File: config.mk
export PLATFORM = sky130hd
export DESIGN_NAME = io_port
export DESIGN_NICKNAME = d
export VERILOG_FILES = /design/src/rtl/io_port.sv
export SDC_FILE = /design/constraint.sdc
export NUM_CORES = 1
export LEC_CHECK = 0
export CORE_UTILIZATION = 35
export DETAILED_ROUTE_END_ITERATION = 8
export SKIP_CTS_REPAIR_TIMING = 1
export SLEW_MARGIN = 20
export SYNTH_ARGS = -nofsm -noshare
export SYNTH_HDL_FRONTEND = slang
export SYNTH_SLANG_ARGS = --single-unit
File: constraint.sdc
create_clock -name CLK -period 6.9 [get_ports CLK]
set_input_delay 1.725 -clock CLK [delete_from_list [all_inputs] [get_ports CLK]]
set_output_delay 1.725 -clock CLK [all_outputs]
set_load 0.02 [all_outputs]
File: src/rtl/io_port.sv
// io_port: debounced user-input capture and 8-digit seven-segment display of a 32-bit value.
// Optional macro IO_PORT_SIGNED_DISPLAY_EN selects two's-complement display with a sign dash on HEX7.
`default_nettype none

module io_port #(
    parameter int DEBOUNCE_CYCLES = 4
) (
    input  logic        CLK,
    input  logic        reset,
    input  logic        insert,
    input  logic [14:0] SW,
    input  logic [31:0] out_data,
    input  logic        output_flag,
    input  logic        input_flag,
    input  logic        halt,
    output logic [31:0] user_input,
    output logic        stall,
    output logic        busy,
    output logic [6:0]  HEX0,
    output logic [6:0]  HEX1,
    output logic [6:0]  HEX2,
    output logic [6:0]  HEX3,
    output logic [6:0]  HEX4,
    output logic [6:0]  HEX5,
    output logic [6:0]  HEX6,
    output logic [6:0]  HEX7
);

    localparam int          CW        = $clog2(DEBOUNCE_CYCLES + 1);
    localparam logic [6:0]  SEG_BLANK = 7'b1111111;
    localparam logic [6:0]  SEG_DASH  = 7'b0111111;
    localparam logic [6:0]  SEG_ZERO  = 7'b1000000;

    typedef enum logic [1:0] {
        S_IDLE    = 2'd0,
        S_WAIT_IN = 2'd1,
        S_CONVERT = 2'd2,
        S_SHOW    = 2'd3
    } state_t;

    state_t         state_q, state_d;
    logic           db_level_q, db_level_d;
    logic [CW-1:0]  db_cnt_q, db_cnt_d;
    logic           db_rise;
    logic [31:0]    bin_q, bin_d;
    logic [39:0]    bcd_q, bcd_d;
    logic [39:0]    bcd_adj;
    logic [4:0]     bit_cnt_q, bit_cnt_d;
    logic [55:0]    hex_q, hex_d;
    logic [31:0]    user_q, user_d;
    logic           too_big;
`ifdef IO_PORT_SIGNED_DISPLAY_EN
    logic           neg_q, neg_d;
`endif

    function automatic logic [6:0] seg7(input logic [3:0] d);
        case (d)
            4'd0:    seg7 = 7'b1000000;
            4'd1:    seg7 = 7'b1111001;
            4'd2:    seg7 = 7'b0100100;
            4'd3:    seg7 = 7'b0110000;
            4'd4:    seg7 = 7'b0011001;
            4'd5:    seg7 = 7'b0010010;
            4'd6:    seg7 = 7'b0000010;
            4'd7:    seg7 = 7'b1111000;
            4'd8:    seg7 = 7'b0000000;
            4'd9:    seg7 = 7'b0010000;
            default: seg7 = SEG_BLANK;
        endcase
    endfunction

    function automatic logic [39:0] add3(input logic [39:0] bcd);
        logic [39:0] r;
        r = bcd;
        for (int i = 0; i < 10; i++) begin
            if (bcd[i*4 +: 4] >= 4'd5)
                r[i*4 +: 4] = bcd[i*4 +: 4] + 4'd3;
        end
        return r;
    endfunction

    // Scan from the top digit down; a digit is shown once any higher-or-equal digit is non-zero.
    function automatic logic [55:0] encode(input logic [39:0] bcd, input logic overflow);
        logic [55:0] r;
        logic        lead;
        r    = {8{SEG_DASH}};
        lead = 1'b0;
        if (!overflow) begin
            for (int i = 7; i >= 0; i--) begin
                lead = lead | (bcd[i*4 +: 4] != 4'd0);
                r[i*7 +: 7] = (lead || i == 0) ? seg7(bcd[i*4 +: 4]) : SEG_BLANK;
            end
        end
        return r;
    endfunction

    // A new level is adopted on the DEBOUNCE_CYCLES-th consecutive differing sample.
    always_comb begin
        db_level_d = db_level_q;
        db_cnt_d   = '0;
        db_rise    = 1'b0;
        if (insert != db_level_q) begin
            if (db_cnt_q == CW'(DEBOUNCE_CYCLES - 1)) begin
                db_level_d = insert;
                db_rise    = insert;
            end else begin
                db_cnt_d = db_cnt_q + 1'b1;
            end
        end
    end

    assign bcd_adj = add3(bcd_q);

`ifdef IO_PORT_SIGNED_DISPLAY_EN
    assign too_big = neg_q ? (bcd_q[39:28] != 12'd0) : (bcd_q[39:32] != 8'd0);
`else
    assign too_big = (bcd_q[39:32] != 8'd0);
`endif

    always_comb begin
        state_d   = state_q;
        bin_d     = bin_q;
        bcd_d     = bcd_q;
        bit_cnt_d = bit_cnt_q;
        hex_d     = hex_q;
        user_d    = user_q;
`ifdef IO_PORT_SIGNED_DISPLAY_EN
        neg_d     = neg_q;
`endif
        if (!halt) begin
            case (state_q)
                S_IDLE: begin
                    if (output_flag) begin
`ifdef IO_PORT_SIGNED_DISPLAY_EN
                        neg_d = out_data[31];
                        bin_d = out_data[31] ? (~out_data + 32'd1) : out_data;
`else
                        bin_d = out_data;
`endif
                        bcd_d     = '0;
                        bit_cnt_d = '0;
                        state_d   = S_CONVERT;
                    end else if (input_flag) begin
                        state_d = S_WAIT_IN;
                    end
                end
                S_WAIT_IN: begin
                    if (db_rise) begin
                        user_d  = {17'b0, SW};
                        state_d = S_IDLE;
                    end
                end
                S_CONVERT: begin
                    {bcd_d, bin_d} = {bcd_adj[38:0], bin_q, 1'b0};
                    bit_cnt_d      = bit_cnt_q + 5'd1;
                    if (bit_cnt_q == 5'd31)
                        state_d = S_SHOW;
                end
                S_SHOW: begin
                    hex_d = encode(bcd_q, too_big);
`ifdef IO_PORT_SIGNED_DISPLAY_EN
                    if (neg_q && !too_big)
                        hex_d[55:49] = SEG_DASH;
`endif
                    state_d = S_IDLE;
                end
                default: state_d = S_IDLE;
            endcase
        end
    end

    always_ff @(posedge CLK or posedge reset) begin
        if (reset) begin
            state_q    <= S_IDLE;
            db_level_q <= 1'b0;
            db_cnt_q   <= '0;
            bin_q      <= '0;
            bcd_q      <= '0;
            bit_cnt_q  <= '0;
            hex_q      <= {{7{SEG_BLANK}}, SEG_ZERO};
            user_q     <= '0;
`ifdef IO_PORT_SIGNED_DISPLAY_EN
            neg_q      <= 1'b0;
`endif
        end else begin
            state_q    <= state_d;
            db_level_q <= db_level_d;
            db_cnt_q   <= db_cnt_d;
            bin_q      <= bin_d;
            bcd_q      <= bcd_d;
            bit_cnt_q  <= bit_cnt_d;
            hex_q      <= hex_d;
            user_q     <= user_d;
`ifdef IO_PORT_SIGNED_DISPLAY_EN
            neg_q      <= neg_d;
`endif
        end
    end

    assign user_input = user_q;
    assign stall      = (state_q == S_WAIT_IN);
    assign busy       = (state_q == S_CONVERT) || (state_q == S_SHOW);
    assign HEX0       = hex_q[6:0];
    assign HEX1       = hex_q[13:7];
    assign HEX2       = hex_q[20:14];
    assign HEX3       = hex_q[27:21];
    assign HEX4       = hex_q[34:28];
    assign HEX5       = hex_q[41:35];
    assign HEX6       = hex_q[48:42];
    assign HEX7       = hex_q[55:49];

endmodule

`default_nettype wire

### After elaboration in Yosys (flattened, before gate mapping)

Memories as Yosys holds them, arrays and structs flattened.
Index checks and enable logic that the tools add are counted.

| word-level totals | value |
|---|---|
| memories kept | 8 |
| output and inout bits | 90 |
| bits in latches | 0 |
| word-level logic and storage cells | 104 |
| input port bits | 53 |
| bits in registers | 154 |
| bits in read-only memories | 896 |
| bits in writable memories | 0 |

Memory list:

| name | depth | bits a word | read ports | clocked after Yosys merged registers in | write ports | RTL line | source |
|---|---|---|---|---|---|---|---|
| (no name shown) | 16 | 7 | 1 | 0 | 0 | 57 | `case (d)` |
| (no name shown) | 16 | 7 | 1 | 0 | 0 | 57 |  |
| (no name shown) | 16 | 7 | 1 | 0 | 0 | 57 |  |
| (no name shown) | 16 | 7 | 1 | 0 | 0 | 57 |  |
| (no name shown) | 16 | 7 | 1 | 0 | 0 | 57 |  |
| (no name shown) | 16 | 7 | 1 | 0 | 0 | 57 |  |
| 2 more memories | -- | -- | -- | -- | -- | -- |  |

| cells by class | value |
|---|---|
| divide/modulo/power cells | 0 |
| mux-type cells | 33 |
| add/subtract/negate cells | 12 |
| equal/unequal tests | 10 |
| shift-type cells | 0 |
| multipliers | 0 |
| bitwise gates (word level) | 7 |
| $lt $le $gt $ge | 10 |
| reductions and logical operators | 16 |

Operators with widths:

| cell | count |
|---|---|
| $pmux 40 s2 | 1 |
| $pmux 32 s2 | 1 |
| $mux 56 | 1 |
| $mux 7 | 7 |
| $ge 4x3->1 const B | 10 |
| $mux 40 | 1 |
| $add 4x2->4 const B | 9 |
| $mux 4 | 9 |
| $mux 32 | 1 |
| $reduce_bool 4->1 | 7 |
| $pmux 5 s2 | 1 |
| $mux 3 | 3 |
| $mux 2 | 4 |
| $pmux 2 s4 | 1 |
| $reduce_bool 8->1 | 1 |
| $or 1x1->1 | 6 |
| $reduce_and 3->1 | 2 |
| $add 5x1->5 const B | 1 |
| $eq 5x5->1 const B | 1 |
| $mux 5 | 1 |
| $eq 2x2->1 const B | 2 |
| $ne 2x2->1 const B | 2 |
| $reduce_and 2->1 | 2 |
| $reduce_and 4->1 | 1 |
| 12 further kinds | 13 |

### Depth between registers and ports, before layout

Gate-level depths: netlist (run 1).

| depth | value |
|---|---|
| word-level depth | 9 |
| gate-level depth with buffers | 8 |
| gate-level depth less buffers | 6 |

### Worst setup path before layout (run 1)

Ideal clock, no wire load.

| timing path | value |
|---|---|
| path type | input -> register |
| start | in halt |
| end | reg hex_q[36] |
| setup time | 88 ps |
| buffers on the path | 2 |
| cell stages on the path | 6 |
| arrival | 2764 ps |
| slack | 4048 ps |
| required time | 6812 ps |
| cells stage by stage | and3b_1 -> buf_2 -> nand3_1 -> clkbuf_1 -> nor3_1 -> a21oi_1 |

| on the way | value |
|---|---|
| longest elaborated chain between the ends | 2 |

Ends and longest elaborated chain:

| element | RTL line | source |
|---|---|---|
| start: declaration | 15 | `input logic halt,` |
| $not 1->1 (no line) | -- |  |
| $reduce_and 2->1 (no line) | -- |  |
| end signal: assignment | 180 | `hex_q <= {{7{SEG_BLANK}}, SEG_ZERO};` |
| end: declaration | 49 | `logic [55:0] hex_q, hex_d;` |

No other way between the ends.
A chain may end at the register's enable or synchronous reset.

### Worst setup path in the final report (run 1)

| timing path | value |
|---|---|
| start | in halt |
| end | reg hex_q[43] |

Same word-level chain as after synthesis.

==> run summary, run 1 <==
outcome -> finished clean
setup_tns -> 0 ps
critical path class -> input pin to flop
Final Critical Period -> 4160 ps
total of max-cap violations -> 0
largest net degree at the start of global routing -> 81
top layer reached by signal wires -> met4
M1 WL -> 9.08 mm
vias -> 6399
post-route ant nets -> 0
period utilization -> 0.603
Worst Setup Start Kind -> input pin
most common cell after layout, fill and taps aside -> clkdlybuf4s50_1
# fillers -> 2278
DR WL met2 -> 8.94 mm
Setup crit end kind -> flop
Root Driver -> clkbuf_16
Register Area -> 0.00392 mm²
relative slew slack -> 0.353
measured slew at the worst slew-check pin -> 968 ps
Tot GR Track Use -> 0.168
Overflow after GRT -> 0
RSZ-0062 raised after global routing -> false
Max rail drop VDD -> 0.000195 V
Pwr Density -> 483 mW/mm²
max frequency -> 240 MHz
1st-iter DRT viols -> 356
Routed WL -> 19.4 mm
synthesized flop and latch total -> 154
DR WL/cell -> 15.0 µm
Boundary Pins -> 143
Layout area overhead -> 25.1%
commonest non-fill, non-tap cells in the layout -> clkdlybuf4s50_1, dfrtp_1, nand2_1, o21ai_0, nor2_1
Leak Pwr -> 4.68 nW
Final Hold Fails -> 0
Skew-Pair Late Insertion Delay -> 420 ps
post-DP HPWL -> 13.0 mm
sink count of the clock tree -> 154
placed inst area -> 0.00989 mm²
placed insts -> 1259
Final Max Tran Viols -> 0
EDFF count, synth -> 0
gpl congestion -> 0.809
Die Y-Extent -> 157 µm
Reg2Reg Setup Slack -> 3940 ps
DRC violations left -> 0
H-tree levels -> 4
CTS tree -> done
clk slew on worst S/H paths -> 60 ps
met3 WL -> 1.11 mm
count of cell types in the netlist -> 50
final-stage net count -> 1065
CP Data Arrival Time -> 4510 ps
initial antenna violation count -> 0
synthesized cell area -> 0.00842 mm²
Finished Cell Area -> 0.0105 mm²
row count -> 56
syn avg cell area -> 9.81 µm²
TritonRoute pass-1 iters -> 5
Vias/cell -> 4.96
count of input and output buffers -> 125
synth warn -> 0
clk buf depth -> 2
die area -> 0.0247 mm²
core area -> 0.0235 mm²
Fin Clk Skew -> 11.0 ps
required time worst endpoint -> 7250 ps
Num CTS Buffers -> 17
Antenna diodes -> 0
CP max FO -> 53
worst min path class -> flop to flop
Post-synth ARST share -> 1.00
Post-synth top flop -> dfrtp_1
first-pass GRT wire length -> 32.7 mm
chip width -> 157 µm
sequential element share of the synthesized area -> 0.465
layout cells sized above 1 -> 0.120
setup violators final -> 0
vias in the first global route -> 6418
Synth Instances -> 858
Non-Filler Instances -> 1290
multi-input logic area -> 0.00411 mm²
Starting Density -> 0.358
==> cell usage after synthesis, types with 6 or more instances <==
cell      instances  area share
a21o_1            6      0.0054
a21oi_1          59       0.035
a22o_1           14       0.015
a22oi_1          10      0.0089
a31oi_1          14       0.010
buf_2            12      0.0071
buf_4            17       0.015
clkbuf_1         38       0.017
dfrtp_1         104        0.31
dfstp_2          50        0.16
ha_1             53       0.079
inv_1            40       0.018
mux2_2           21       0.028
mux2i_1          46       0.055
nand2_1          85       0.038
nand2b_1         13      0.0097
nand3_1           8      0.0048
nor2_1           64       0.029
nor2b_1           6      0.0045
nor3_1           10      0.0059
nor3b_1           9      0.0080
o211ai_1          7      0.0062
o21ai_0          76       0.045
o22a_1           15       0.016
o22ai_1          17       0.013
xnor2_1          12       0.012
xor2_1            6      0.0062
==> sequential cells by signal, indices dropped and copies added (netlist names) <==
| name | cells |
|---|---|
| bcd_q | 40 |
| state_q | 2 |
| hex_q | 56 |
| bin_q | 32 |
| db_level_q | 1 |
| user_input | 15 |
| db_cnt_q | 3 |
| bit_cnt_q | 5 |
==> cell families (layout without fill, tap and decap cells) <==
family                     after synthesis  in the layout  synth area share
AOI/OAI and AO/OA                      240            240             0.176
and+or+nand+nor                        218            218             0.121
DFF                                    154            154             0.465
buffers and inverters                  107            204            0.0571
muxes                                   67             67            0.0828
adders and majority gates               53             53            0.0788
xor gates and xnor gates                18             18            0.0187
other                                    1             17          0.000446
==> stage by stage <==
stage	worst slack (ps)	power [mW]	utilization	hold slack (ps)
after detailed placement	2280	4.09	0.420	435
final	2740	5.09	0.447	448
after global placement	2330	4.06	0.420	435
after CTS	2740	5.15	0.447	452
after floorplan	1110	3.34	-	419
after global routing	2520	5.50	0.447	460
==> worst max-delay path: stages <==
cell             delay [ps]
clkdlybuf4s50_1         540
and3b_2                 280
buf_4                   490
and3_1                  730
o221ai_1                440
o22a_1                  290
==> metal layers <==
metal | track usage | vias up
met4 | 0.0448 | 0
li1 | - | 3189
met2 | 0.268 | 143
met5 | 0 | -
met3 | 0.0496 | 18
met1 | 0.222 | 3049
==> area by class of cell <==
class / count / share of cell area
multi-input cells: 613 / 0.390
repair buffers: 133 / 0.124
clock inverters: 14 / 0.0209
clock buffers: 17 / 0.0404
well taps: 319 / 0.0379
inverters: 40 / 0.0147
flip-flops and latches: 154 / 0.372
==> final timing paths <==
kind | from | end | cells past startpoint
max in group asynchronous | reset | bcd_q[4] | 3
worst min-delay path | db_cnt_q[0] | db_cnt_q[0] | 1
worst min register to register | db_cnt_q[0] | db_cnt_q[0] | 1
worst max register to register | state_q[1] | hex_q[43] | 5
min in group asynchronous | reset | hex_q[2] | 2
worst max-delay path | halt | hex_q[43] | 6
==> where the power goes <==
group	switching [mW]	leakage, nW	internal, mW	total [mW]
Combinational	1.26	2.51	1.08	2.34
Sequential	0.369	1.87	1.35	1.72
Clock	0.390	0.302	0.642	1.03
Note: power is estimated with default switching activity, not from simulation.
==> run 2, diff against run 1 <==
clock period = 3.5 ns   (was 6.9 ns; I/O delays follow)
==> run 2 against run 1 <==
First-iteration DRC count is 22% lower. Power is 95% higher. Hold slack better by 8.7 ps. Via count up 0.30%. Worst setup slack worse by 1900 ps. Clock power up 82%. Combinational power is 99% higher. Clock-buffer cell count unchanged. Global-route usage increased by 0.28 points. Sequential power increased by 97%. Cell count increased by 0.62%. Largest power group unchanged. Highest routed layer unchanged.
==> run summary, run 2 (synthesized netlist as in run 1, its figures left out) <==
period utilization -> 0.758
die area -> 0.0247 mm² (unchanged)
worst hold margin -> 457 ps (was 448 ps)
setup_tns -> 0 ps (unchanged)
critical path, cell by cell -> nor2b_1, clkdlybuf4s50_1 (was clkdlybuf4s50_1, and3b_2, buf_4, and3_1, o221ai_1, o22a_1)
Setup crit end kind -> output pin (was flop)
Finished Cell Area -> 0.0106 mm² (was 0.0105 mm²)
# fillers -> 2297 (was 2278)
Non-Filler Instances -> 1298 (was 1290)
Fin Clk Skew -> 12.2 ps (was 11.0 ps)
FF-to-FF path depth -> 6 (was 5)
Die Y-Extent -> 157 µm (unchanged)
vias -> 6418 (was 6399)
largest net degree at the start of global routing -> 72 (was 81)
post-DP HPWL -> 13.4 mm (was 13.0 mm)
multi-input logic area -> 0.00411 mm² (unchanged)
Top reg by flops -> hex_q (unchanged)
Largest delay share family, worst path -> buffers and inverters (unchanged)
gpl congestion -> 0.839 (was 0.809)
max frequency -> 377 MHz
Starting Density -> 0.358 (unchanged)
Num CTS Buffers -> 17 (unchanged)
pre-CTS setup slack -> 548 ps (was 2280 ps)
CP max FO -> 14 (was 53)
Layout area overhead -> 25.5% (was 25.1%)
worst min path class -> flop to flop (unchanged)
hold path endpoint -> db_cnt_q[0] (unchanged)
H-tree levels -> 4 (unchanged)
fin util -> 0.449 (was 0.447)
count of input and output buffers -> 125 (unchanged)
Overflow after GRT -> 0 (unchanged)
CP Data Arrival Time -> 1780 ps (was 4510 ps)
Root Driver -> clkbuf_16 (unchanged)
Vias/cell -> 4.94 (was 4.96)
sink count of the clock tree -> 154 (unchanged)
worst setup margin -> 849 ps (was 2740 ps)
worst path bufs/invs -> 1 (was 2)
max FFs per register -> 56 (unchanged)
RR Startpoint -> bcd_q[28] (was state_q[1])
final-stage net count -> 1072 (was 1065)
CP max stage delay -> 620 ps (was 730 ps)
total power -> 9.91 mW (was 5.09 mW)
DRC violations left -> 0 (unchanged)
post-route ant nets -> 0 (unchanged)
initial antenna violation count -> 0 (unchanged)
Worst Setup Start Kind -> flop (was input pin)
Max rail drop VDD -> 0.000368 V (was 0.000195 V)
1st-iter DRT viols -> 276 (was 356)
setup violators final -> 0 (unchanged)
core area -> 0.0235 mm² (unchanged)
worst hold path startpoint -> db_cnt_q[0] (unchanged)
CTS tree -> done (unchanged)
Final Hold Fails -> 0 (unchanged)
total of max-cap violations -> 0 (unchanged)
Tot GR Track Use -> 0.171 (was 0.168)
Pwr Density -> 937 mW/mm² (was 483 mW/mm²)
Final Critical Period -> 2650 ps
clk buf depth -> 2 (unchanged)
Boundary Pins -> 143 (unchanged)
placed insts -> 1266 (was 1259)
chip width -> 157 µm (unchanged)
vias in the first global route -> 6462 (was 6418)
most common cell after layout, fill and taps aside -> clkdlybuf4s50_1 (unchanged)
Reg2Reg Setup Slack -> 1010 ps (was 3940 ps)
DR WL/cell -> 15.1 µm (was 15.0 µm)
clk slew on worst S/H paths -> 70 ps (was 60 ps)
Hold Crit Depth -> 1 (unchanged)
critical path class -> flop to output pin (was input pin to flop)
first-pass GRT wire length -> 33.4 mm (was 32.7 mm)
Skew-Pair Late Insertion Delay -> 430 ps (was 420 ps)
placed inst area -> 0.00998 mm² (was 0.00989 mm²)
Leak Pwr -> 4.70 nW (was 4.68 nW)
TritonRoute pass-1 iters -> 4 (was 5)
required time worst endpoint -> 2620 ps (was 7250 ps)
Register Area -> 0.00392 mm² (unchanged)
commonest non-fill, non-tap cells in the layout -> clkdlybuf4s50_1, dfrtp_1, nand2_1, o21ai_0, nor2_1 (unchanged)
Largest regs -> hex_q (56), bcd_q (40), bin_q (32) (unchanged)
layout cells sized above 1 -> 0.128 (was 0.120)
r2r endpoint -> hex_q[20] (was hex_q[43])
RSZ-0062 raised after global routing -> false (unchanged)
outcome -> finished clean (unchanged)
measured slew at the worst slew-check pin -> 1010 ps (was 968 ps)
row count -> 56 (unchanged)
relative slew slack -> 0.323 (was 0.353)
Routed WL -> 19.6 mm (was 19.4 mm)
Final Max Tran Viols -> 0 (unchanged)
CP max-delay cell -> clkdlybuf4s50_1 (was and3_1)
Antenna diodes -> 0 (unchanged)
[run 2: how the worst max path moves through the flow]
stage / startpoint / end / slack, ps / cells past startpoint
after global placement: halt / user_input[0] / 540 / 4
after global routing: state_q[1] / stall / 740 / 2
after detailed placement: halt / user_input[6] / 550 / 4
after CTS: state_q[1] / stall / 830 / 2
after floorplan: reset / bcd_q[0] / 720 / 1
final: state_q[1] / stall / 850 / 2
[run 2: final cells by class]
class | instances | share of cell area
sequential | 154 | 0.371
clock buffer | 17 | 0.0403
tap | 319 | 0.0378
multi-input combinational | 613 | 0.389
inverter | 40 | 0.0146
clock inverter | 15 | 0.0156
timing repair buffer | 140 | 0.133
[run 2: where the power goes]
group          internal, mW  leakage [nW]  switching, mW  total (mW)
combinational          2.16          2.55           2.51        4.66
clock                  1.06         0.283          0.801        1.87
sequential             2.66          1.87          0.714        3.38
total                  5.88          4.70           4.02        9.91
[run 2: worst register-to-register path, cell delays in order, from the launching register on]
cell       delay (ps)
dfrtp_1           430
inv_1             170
ha_1              360
nand4bb_1         290
nor4_4            640
nand2_1           260
o21ai_0           260
[run 2: routing by layer]
metal	routed length [µm]	vias to the layer above	GRT usage
met2	8850	148	0.279
li1	-	3196	-
met1	9400	3057	0.225
met4	256	0	0.0472
met5	0	-	0
met3	1070	17	0.0416
